===== config.mk =====
export PLATFORM = sky130hd
export DESIGN_NAME = axis_header_insert_arbiter_flat
export DESIGN_NICKNAME = d
export VERILOG_FILES = /design/src/rtl/axis_header_insert_arbiter_if.sv /design/src/rtl/axis_header_insert_arbiter.sv /design/src/flat_wrapper.sv
export SDC_FILE = /design/constraint.sdc
export NUM_CORES = 1
export LEC_CHECK = 0
export CAP_MARGIN = 20
export CORE_AREA = 3 3 93 95
export CTS_CLUSTER_DIAMETER = 50
export CTS_CLUSTER_SIZE = 14
export DETAILED_ROUTE_END_ITERATION = 12
export DIE_AREA = 0 0 96 98
export DONT_BUFFER_PORTS = 1
export GPL_ROUTABILITY_DRIVEN = 1
export PLACE_DENSITY = 0.35
export SETUP_SLACK_MARGIN = 0.5
export SYNTH_ARGS = -nofsm -noshare
export SYNTH_HDL_FRONTEND = slang
export SYNTH_SLANG_ARGS = --single-unit

===== constraint.sdc =====
create_clock -name clk -period 1.45 [get_ports clk]
set_input_delay 0.29 -clock clk [delete_from_list [all_inputs] [get_ports clk]]
set_output_delay 0.29 -clock clk [all_outputs]
set_load 0.01 [all_outputs]

===== src/rtl/axis_header_insert_arbiter_if.sv =====
// Bundle between N header/payload requesters, the arbiter and the downstream insert engine.
// The slave modport is the arbiter's view; master is the surrounding environment.
interface axis_header_insert_arbiter_if #(
  parameter int N_REQ        = 2,
  parameter int DATA_WD      = 32,
  parameter int DATA_BYTE_WD = DATA_WD / 8,
  parameter int BYTE_CNT_WD  = $clog2(DATA_BYTE_WD),
  parameter int GNT_WD       = $clog2(N_REQ)
);
  logic [N_REQ-1:0]              s_valid_in;
  logic [N_REQ*DATA_WD-1:0]      s_data_in;
  logic [N_REQ*DATA_BYTE_WD-1:0] s_keep_in;
  logic [N_REQ-1:0]              s_last_in;
  logic [N_REQ-1:0]              s_ready_in;
  logic [N_REQ-1:0]              s_valid_insert;
  logic [N_REQ*DATA_WD-1:0]      s_data_insert;
  logic [N_REQ*DATA_BYTE_WD-1:0] s_keep_insert;
  logic [N_REQ*BYTE_CNT_WD-1:0]  s_byte_insert_cnt;
  logic [N_REQ-1:0]              s_ready_insert;

  logic                    valid_in;
  logic [DATA_WD-1:0]      data_in;
  logic [DATA_BYTE_WD-1:0] keep_in;
  logic                    last_in;
  logic                    ready_in;
  logic                    valid_insert;
  logic [DATA_WD-1:0]      data_insert;
  logic [DATA_BYTE_WD-1:0] keep_insert;
  logic [BYTE_CNT_WD-1:0]  byte_insert_cnt;
  logic                    ready_insert;

  logic [GNT_WD-1:0] gnt_id;
  logic              busy;
  logic              len_err;

  modport slave (
    input  s_valid_in, s_data_in, s_keep_in, s_last_in,
    output s_ready_in,
    input  s_valid_insert, s_data_insert, s_keep_insert, s_byte_insert_cnt,
    output s_ready_insert,
    output valid_in, data_in, keep_in, last_in,
    input  ready_in,
    output valid_insert, data_insert, keep_insert, byte_insert_cnt,
    input  ready_insert,
    output gnt_id, busy, len_err
  );

  modport master (
    output s_valid_in, s_data_in, s_keep_in, s_last_in,
    input  s_ready_in,
    output s_valid_insert, s_data_insert, s_keep_insert, s_byte_insert_cnt,
    input  s_ready_insert,
    input  valid_in, data_in, keep_in, last_in,
    output ready_in,
    input  valid_insert, data_insert, keep_insert, byte_insert_cnt,
    output ready_insert,
    input  gnt_id, busy, len_err
  );
endinterface


===== src/rtl/axis_header_insert_arbiter.sv =====
// Round-robin arbiter locking one requester onto the insert engine for a whole packet
// (header, then payload through last); one idle arbitration cycle per packet, engine ready passed straight through.
module axis_header_insert_arbiter #(
  parameter int N_REQ        = 2,
  parameter int DATA_WD      = 32,
  parameter int DATA_BYTE_WD = DATA_WD / 8,
  parameter int BYTE_CNT_WD  = $clog2(DATA_BYTE_WD),
  parameter int MAX_BEATS    = 64,
  parameter int GNT_WD       = $clog2(N_REQ)
) (
  input logic clk,
  input logic rst_n,
  axis_header_insert_arbiter_if.slave bus
);
  localparam logic [1:0] ST_IDLE = 2'd0;
  localparam logic [1:0] ST_HDR  = 2'd1;
  localparam logic [1:0] ST_BODY = 2'd2;
  localparam int BEAT_WD = $clog2(MAX_BEATS + 1);

  logic [1:0]         state_q, state_d;
  logic [GNT_WD-1:0]  gnt_q, gnt_d;
  logic [GNT_WD-1:0]  rr_q, rr_d;
  logic [BEAT_WD-1:0] beat_q, beat_d;

  logic               pick_vld;
  logic [GNT_WD-1:0]  pick_idx;
  int                 idx;

  always_comb begin
    pick_vld = 1'b0;
    pick_idx = '0;
    idx      = 0;
    for (int k = 0; k < N_REQ; k++) begin
      idx = (int'(rr_q) + k) % N_REQ;
      if (!pick_vld && bus.s_valid_insert[GNT_WD'(idx)]) begin
        pick_vld = 1'b1;
        pick_idx = GNT_WD'(idx);
      end
    end
  end

  // Granted requester's fields; only registered gnt_q steers the muxes.
  logic                    g_vld_ins, g_vld_in, g_last_in;
  logic [DATA_WD-1:0]      g_dat_ins, g_dat_in;
  logic [DATA_BYTE_WD-1:0] g_keep_ins, g_keep_in;
  logic [BYTE_CNT_WD-1:0]  g_cnt_ins;

  assign g_vld_ins  = bus.s_valid_insert[gnt_q];
  assign g_dat_ins  = bus.s_data_insert[int'(gnt_q)*DATA_WD +: DATA_WD];
  assign g_keep_ins = bus.s_keep_insert[int'(gnt_q)*DATA_BYTE_WD +: DATA_BYTE_WD];
  assign g_cnt_ins  = bus.s_byte_insert_cnt[int'(gnt_q)*BYTE_CNT_WD +: BYTE_CNT_WD];
  assign g_vld_in   = bus.s_valid_in[gnt_q];
  assign g_dat_in   = bus.s_data_in[int'(gnt_q)*DATA_WD +: DATA_WD];
  assign g_keep_in  = bus.s_keep_in[int'(gnt_q)*DATA_BYTE_WD +: DATA_BYTE_WD];
  assign g_last_in  = bus.s_last_in[gnt_q];

  logic hdr_fire, beat_fire;
  assign hdr_fire  = (state_q == ST_HDR) && g_vld_ins && bus.ready_insert;
  assign beat_fire = (state_q == ST_BODY) && g_vld_in && bus.ready_in;

  always_comb begin
    bus.valid_insert    = 1'b0;
    bus.data_insert     = '0;
    bus.keep_insert     = '0;
    bus.byte_insert_cnt = '0;
    bus.s_ready_insert  = '0;
    bus.valid_in        = 1'b0;
    bus.data_in         = '0;
    bus.keep_in         = '0;
    bus.last_in         = 1'b0;
    bus.s_ready_in      = '0;
    case (state_q)
      ST_HDR: begin
        bus.valid_insert          = g_vld_ins;
        bus.data_insert           = g_dat_ins;
        bus.keep_insert           = g_keep_ins;
        bus.byte_insert_cnt       = g_cnt_ins;
        bus.s_ready_insert[gnt_q] = bus.ready_insert;
      end
      ST_BODY: begin
        bus.valid_in          = g_vld_in;
        bus.data_in           = g_dat_in;
        bus.keep_in           = g_keep_in;
        bus.last_in           = g_last_in;
        bus.s_ready_in[gnt_q] = bus.ready_in;
      end
      default: ;
    endcase
  end

  assign bus.gnt_id  = gnt_q;
  assign bus.busy    = (state_q != ST_IDLE);
  // The counter saturates at MAX_BEATS, so this equality can only hit once per packet.
  assign bus.len_err = beat_fire && (beat_q == BEAT_WD'(MAX_BEATS - 1));

  always_comb begin
    state_d = state_q;
    gnt_d   = gnt_q;
    rr_d    = rr_q;
    beat_d  = beat_q;
    case (state_q)
      ST_IDLE: begin
        if (pick_vld) begin
          gnt_d   = pick_idx;
          state_d = ST_HDR;
        end
      end
      ST_HDR: begin
        if (hdr_fire) state_d = ST_BODY;
      end
      ST_BODY: begin
        if (beat_fire) begin
          if (g_last_in) begin
            state_d = ST_IDLE;
            rr_d    = (int'(gnt_q) == N_REQ - 1) ? '0 : gnt_q + 1'b1;
            beat_d  = '0;
          end else if (beat_q < BEAT_WD'(MAX_BEATS)) begin
            beat_d = beat_q + 1'b1;
          end
        end
      end
      default: state_d = ST_IDLE;
    endcase
  end

  always_ff @(posedge clk or negedge rst_n) begin
    if (!rst_n) begin
      state_q <= ST_IDLE;
      gnt_q   <= '0;
      rr_q    <= '0;
      beat_q  <= '0;
    end else begin
      state_q <= state_d;
      gnt_q   <= gnt_d;
      rr_q    <= rr_d;
      beat_q  <= beat_d;
    end
  end
endmodule


===== src/flat_wrapper.sv =====
// flat-port wrapper written by rule: the top's interface ports become plain ports
module axis_header_insert_arbiter_flat 
#(
  parameter int N_REQ        = 2,
  parameter int DATA_WD      = 32,
  parameter int DATA_BYTE_WD = DATA_WD / 8,
  parameter int BYTE_CNT_WD  = $clog2(DATA_BYTE_WD),
  parameter int MAX_BEATS    = 64,
  parameter int GNT_WD       = $clog2(N_REQ)
)
  (clk, rst_n, bus_s_valid_in, bus_s_data_in, bus_s_keep_in, bus_s_last_in, bus_s_ready_in, bus_s_valid_insert, bus_s_data_insert, bus_s_keep_insert, bus_s_byte_insert_cnt, bus_s_ready_insert, bus_valid_in, bus_data_in, bus_keep_in, bus_last_in, bus_ready_in, bus_valid_insert, bus_data_insert, bus_keep_insert, bus_byte_insert_cnt, bus_ready_insert, bus_gnt_id, bus_busy, bus_len_err);
  axis_header_insert_arbiter_if #(.N_REQ(N_REQ), .DATA_WD(DATA_WD), .DATA_BYTE_WD(DATA_BYTE_WD), .BYTE_CNT_WD(BYTE_CNT_WD), .GNT_WD(GNT_WD)) bus_i ();
  input logic clk;
  input logic rst_n;
  input wire logic [$bits(bus_i.s_valid_in)-1:0] bus_s_valid_in;
  input wire logic [$bits(bus_i.s_data_in)-1:0] bus_s_data_in;
  input wire logic [$bits(bus_i.s_keep_in)-1:0] bus_s_keep_in;
  input wire logic [$bits(bus_i.s_last_in)-1:0] bus_s_last_in;
  output wire logic [$bits(bus_i.s_ready_in)-1:0] bus_s_ready_in;
  input wire logic [$bits(bus_i.s_valid_insert)-1:0] bus_s_valid_insert;
  input wire logic [$bits(bus_i.s_data_insert)-1:0] bus_s_data_insert;
  input wire logic [$bits(bus_i.s_keep_insert)-1:0] bus_s_keep_insert;
  input wire logic [$bits(bus_i.s_byte_insert_cnt)-1:0] bus_s_byte_insert_cnt;
  output wire logic [$bits(bus_i.s_ready_insert)-1:0] bus_s_ready_insert;
  output wire logic [$bits(bus_i.valid_in)-1:0] bus_valid_in;
  output wire logic [$bits(bus_i.data_in)-1:0] bus_data_in;
  output wire logic [$bits(bus_i.keep_in)-1:0] bus_keep_in;
  output wire logic [$bits(bus_i.last_in)-1:0] bus_last_in;
  input wire logic [$bits(bus_i.ready_in)-1:0] bus_ready_in;
  output wire logic [$bits(bus_i.valid_insert)-1:0] bus_valid_insert;
  output wire logic [$bits(bus_i.data_insert)-1:0] bus_data_insert;
  output wire logic [$bits(bus_i.keep_insert)-1:0] bus_keep_insert;
  output wire logic [$bits(bus_i.byte_insert_cnt)-1:0] bus_byte_insert_cnt;
  input wire logic [$bits(bus_i.ready_insert)-1:0] bus_ready_insert;
  output wire logic [$bits(bus_i.gnt_id)-1:0] bus_gnt_id;
  output wire logic [$bits(bus_i.busy)-1:0] bus_busy;
  output wire logic [$bits(bus_i.len_err)-1:0] bus_len_err;
  assign bus_i.s_valid_in = bus_s_valid_in;
  assign bus_i.s_data_in = bus_s_data_in;
  assign bus_i.s_keep_in = bus_s_keep_in;
  assign bus_i.s_last_in = bus_s_last_in;
  assign bus_s_ready_in = bus_i.s_ready_in;
  assign bus_i.s_valid_insert = bus_s_valid_insert;
  assign bus_i.s_data_insert = bus_s_data_insert;
  assign bus_i.s_keep_insert = bus_s_keep_insert;
  assign bus_i.s_byte_insert_cnt = bus_s_byte_insert_cnt;
  assign bus_s_ready_insert = bus_i.s_ready_insert;
  assign bus_valid_in = bus_i.valid_in;
  assign bus_data_in = bus_i.data_in;
  assign bus_keep_in = bus_i.keep_in;
  assign bus_last_in = bus_i.last_in;
  assign bus_i.ready_in = bus_ready_in;
  assign bus_valid_insert = bus_i.valid_insert;
  assign bus_data_insert = bus_i.data_insert;
  assign bus_keep_insert = bus_i.keep_insert;
  assign bus_byte_insert_cnt = bus_i.byte_insert_cnt;
  assign bus_i.ready_insert = bus_ready_insert;
  assign bus_gnt_id = bus_i.gnt_id;
  assign bus_busy = bus_i.busy;
  assign bus_len_err = bus_i.len_err;
  axis_header_insert_arbiter #(.N_REQ(N_REQ), .DATA_WD(DATA_WD), .DATA_BYTE_WD(DATA_BYTE_WD), .BYTE_CNT_WD(BYTE_CNT_WD), .MAX_BEATS(MAX_BEATS), .GNT_WD(GNT_WD)) u_core (.clk(clk), .rst_n(rst_n), .bus(bus_i));
endmodule

## After elaboration in Yosys (flattened, before gate mapping)

Cells that the tools add are included.

| word-level totals | value |
|---|---|
| register bits after elaboration | 11 |
| bits of input ports | 158 |
| output and inout bits | 84 |
| word-level logic and storage cells | 75 |

| operators by class | value |
|---|---|
| $add $sub $neg | 3 |
| $lt $le $gt $ge | 5 |
| equal/unequal tests | 7 |
| shift-type cells | 5 |
| muxes and demuxes | 34 |
| bitwise operators | 2 |
| reductions and logical operators | 15 |

Operators with widths:

| operator | count |
|---|---|
| 64-bit by 7-bit variable part select with 32-bit output | 2 |
| 32-bit 2-to-1 mux | 2 |
| 1-bit 2-to-1 mux | 19 |
| 8-bit by 4-bit variable part select with 4-bit output | 2 |
| 2-bit 2-to-1 mux | 7 |
| 7-bit 2-to-1 mux | 2 |
| 4-bit 2-to-1 mux | 2 |
| 2-bit by 1-bit != test with 1-bit output (second input constant) | 4 |
| 7-bit by 1-bit adder with 7-bit output (second input constant) | 1 |
| 7-bit by 6-bit equality test with 1-bit output (second input constant) | 1 |
| 1-bit logical AND | 7 |
| 7-bit less-than comparator (second input constant) | 1 |
| 1-bit by 3-bit less-than comparator with 1-bit output (second input constant) | 2 |
| 2-bit case mux with 3 select lines | 1 |
| 3-bit AND reduction | 2 |
| 2-bit AND | 2 |
| 4-bit AND reduction | 1 |
| 2-bit nonzero test | 2 |
| 4-bit by 3-bit variable part select with 2-bit output | 1 |
| 1-bit adder (second input constant) | 2 |
| 2-bit by 1-bit equality test with 1-bit output (second input constant) | 1 |
| 2-bit equality test (second input constant) | 1 |
| 2-bit zero test | 1 |
| 1-bit by 2-bit less-than comparator with 1-bit output (second input constant) | 1 |
| other kinds (4) | 4 |

## Logic depth before layout (Yosys ltp)

| depth | value |
|---|---|
| word-level depth | 9 |
| gate-level depth with buffers | 4 |
| gate-level depth less buffers | 4 |

## Worst setup path after synthesis

OpenSTA, ideal clock, no wires.

| timing | value |
|---|---|
| kind | reg2out |
| from | reg u_core.state_q[0] |
| to | out bus_len_err |
| data arrival time | 1261 ps |
| data required time | 1160 ps |
| slack | -101 ps |
| stages on the path, launching flop included | 4 |
| buffers on the path | 0 |
| path through | dfrtp_1 -> nand3b_1 -> nor4_1 -> nor2b_1 |

| between the ends | value |
|---|---|
| longest elaborated chain between the ends | 4 |

RTL lines:

| element | RTL line | text |
|---|---|---|
| start, declared | axis_header_insert_arbiter.sv:20 | `logic [1:0] state_q, state_d;` |
| start signal, assigned | axis_header_insert_arbiter.sv:133 | `state_q <= state_d;` |
| 2-bit equality test | axis_header_insert_arbiter.sv:59 | `assign beat_fire = (state_q == ST_BODY) && g_vld_in && bus.ready_in;` |
| 1-bit logical AND (2 in a row) | axis_header_insert_arbiter.sv:59 |  |
| 1-bit logical AND | axis_header_insert_arbiter.sv:94 | `assign bus.len_err = beat_fire && (beat_q == BEAT_WD'(MAX_BEATS - 1));` |
| end, declared | flat_wrapper.sv:37 | `output wire logic [$bits(bus_i.len_err)-1:0] bus_len_err;` |

Every way passes these cells.

## Worst setup path in the final report

| timing | value |
|---|---|
| from | reg u_core.gnt_q, in the netlist u_core.bus.gnt_id |
| to | out bus_valid_in |

| between the ends | value |
|---|---|
| longest elaborated chain between the ends | 3 |

RTL lines:

| element | RTL line | text |
|---|---|---|
| start, declared | axis_header_insert_arbiter.sv:21 | `logic [GNT_WD-1:0] gnt_q, gnt_d;` |
| start signal, assigned | axis_header_insert_arbiter.sv:134 | `gnt_q <= gnt_d;` |
| 1-bit 2-to-1 mux (implied by the code) (2 in a row) | axis_header_insert_arbiter.sv:52 | `assign g_vld_in = bus.s_valid_in[gnt_q];` |
| 1-bit 2-to-1 mux | axis_header_insert_arbiter.sv:72 | `case (state_q)` |
| end, declared | flat_wrapper.sv:25 | `output wire logic [$bits(bus_i.valid_in)-1:0] bus_valid_in;` |

Every way passes these cells. The select of a mux whose other input is x is not followed.

==> impl_metrics.ini <==
[timing]
setup_violations = 91
finalHoldViolations = 0
tns_ps = -20250
rsz0062_at_grt = yes
skew_ps = 8.25
finalCriticalPeriod_ps = 1750
layout_setup_ws_ps = -296
whs_ps = 80.9
tightest_slew_ps = 528
post-route-period-util = 1.20
fmax_mhz = 573
slew_headroom = 0.648
drv_slew = 0

[logic_synthesis]
synth_area_sq_um = 1770
yosys-top-cells-count = 80 x nor2_1, 78 x mux2i_1, 11 x dfrtp_1
ys_seq_area_frac = 0.156
synthAdderAreaFrac = 0.00707
synthArstFlopShare = 1.00
synthMuxAreaShare = 0.454
ys_warn_count = 0
synth_edf_count = 0
synth_xor_area_frac = 0
avgSynthCellArea_sq_um = 7.43
syn_inst = 238
synth_cell_types = 28
yosys.cell_count.top_type = nor2_1
syn-num-nets = 397
synth_top_family_by_area = multiplexers
synth-seq-cells = 11
synth-compound-area-share = 0.0629
synth_largest_area_cell = mux2i_1
yosysTopAreaCellShare = 0.441
ys_top_cells_by_area = mux2i_1 44%, nor2_1 17%, dfrtp_1 16%, buf_2 2.5%, nand2b_1 2.5%
synth-simple-area-share = 0.263
synth_flop_cell = dfrtp_1

[global_routing]
grt_pass1_vias = 2110
track_usage = 0.161
antenna_found_initial = 0
overflow = 0
grt_max_degree = 24
grt_pass1_wl_microns = 11600

[drt]
drtAntennaViolNets = 0
routedWlPerCell_microns = 22.2
vias = 2090
drc = 0
drt-initial-drc-count = 28
routed_wl_microns = 8850
drt-pass1-iter-count = 4
via_per_inst = 5.24

[run_status]
failed_checks = negative setup slack
status = finished with violations

[flow_run]
cap_violations = 0

[floorplanning]
core.rowCount = 32
core-area_sq_um = 7810
die_y_microns = 98
die_x_microns = 96
ios = 242
initial_utilization = 0.227
die_area_sq_um = 9410

[worst_setup_path]
r2r_slack_ps = -160
crit_arrival_ps = 1460
worst_setup_path_start_kind = flip-flop
criticalPathCategory = flip-flop to output pin
critPathRequiredTime_ps = 1160
cp_max_fo = 6
end_kind = output pin

[clock_network]
cts_buffers = 3
cts-root-buf = clkbuf_8
htreeDepth = 1
cts_buffer_depth = 2
clk_pin_slew_ps = 60
cts_tree = done
numClockSinks = 11
clkLatencyLatePin_ps = 240

[pwr]
p_leak_nw = 1.39
p_int_mw = 4.08
clkPwrFrac = 0.042
sw_frac_of_total = 0.457
p_seq_frac = 0.080
pwr-share-comb = 0.877
p_total_mw = 7.51
pwr_density_cell_nw_per_um2 = 2080
switchingPower_mw = 3.43
ir_drop_uv = 1020

[cells_and_area]
antenna_cells = 0
final_nets = 457
syn2layout_area_growth_pct = 104
drive_gt1_frac = 0.710

[placed_design]
place_hpwl_microns = 5760
pre_cts_ws_ps = -85.7
numPortBuffers = 0
routabilityCongestion = 0.798

[min_path]
hold_path.class = input pin to asynchronous set/reset pin
## metal layers
metal | track usage | vias to the layer above | share of wire
met5 | 0 | - | 0
met4 | 0.0438 | 0 | 0.013
met3 | 0.0324 | 12 | 0.097
met2 | 0.314 | 149 | 0.56
met1 | 0.166 | 976 | 0.33
li1 | - | 953 | -
## placed cells by master, fill, tap and decap left out, types with 8 or more instances in the layout
cell and instances:
nor2_4 41, buf_4 28, mux2i_2 23, buf_6 22, mux2i_4 13, dfrtp_1 9, buf_12 8, buf_16 8
mux2i_1 42, nor2_2 33
## sequential cells by signal, summed over array words and instances, names as in the netlist
signal	flops
u_core.bus.gnt_id	1
u_core.beat_q	7
u_core.rr_q	1
u_core.state_q	2
## timing repair
item                                    CTS  global route
resized for setup                       134            87
gates cloned                              9             3
buffers inserted                         17             8
hold endpoints to repair                 11             0
hold buffers                              1             0
endpoints found under the setup margin   95            97
pin swaps                                32            27
## path summary, 6_finish.rpt
check                                       from                 to  cells past startpoint
max                            u_core.bus.gnt_id       bus_valid_in                      5
min                                        rst_n   u_core.beat_q[6]                      1
max reg2reg                    u_core.bus.gnt_id   u_core.beat_q[5]                      4
min reg2reg                          u_core.rr_q        u_core.rr_q                      1
max in group asynchronous                  rst_n  u_core.bus.gnt_id                      1
min in group clk           bus_s_valid_insert[0]  u_core.state_q[0]                      2
## cell type report
cell class	count	area [sq um]
tap	102	128
clock buffer	4	45.0
fill	732	4190
inverter	6	22.5
timing repair buffer	73	988
multi-input combinational	203	2150
sequential	11	280
## power by group through the flow
stage | clock network (mW) | logic [mW] | registers [mW]
6_report | 0.318 | 6.59 | 0.604
5_1_grt | 0.331 | 6.98 | 0.621
4_1_cts | 0.320 | 5.50 | 0.597
3_5_place_dp | 0 | 3.59 | 0.587
3_3_place_gp | 0 | 3.58 | 0.588
2_1_floorplan | 0 | 2.66 | 0.561
## per-stage QoR
stage	util	std cells	instance area [sq um]
floorplan	-	238	1840
global placement	0.282	357	2200
detailed placement	0.282	357	2200
CTS	0.396	388	3090
global route	0.463	399	3620
finish	0.463	399	3620
## worst max-delay path, stage by stage, from the launching register on
cell	delay [ps]
dfrtp_4	530
mux2i_4	230
buf_6	140
buf_8	120
nor2_4	100
buf_6	100
## cells by family after synthesis
kind of cell               Yosys count
and+or+nand+nor                    107
muxes                               80
buffers and inverters               24
AOI/OAI and AO/OA                   15
DFF                                 11
adders and majority gates            1
Note: power is estimated with default switching activity, not from simulation.
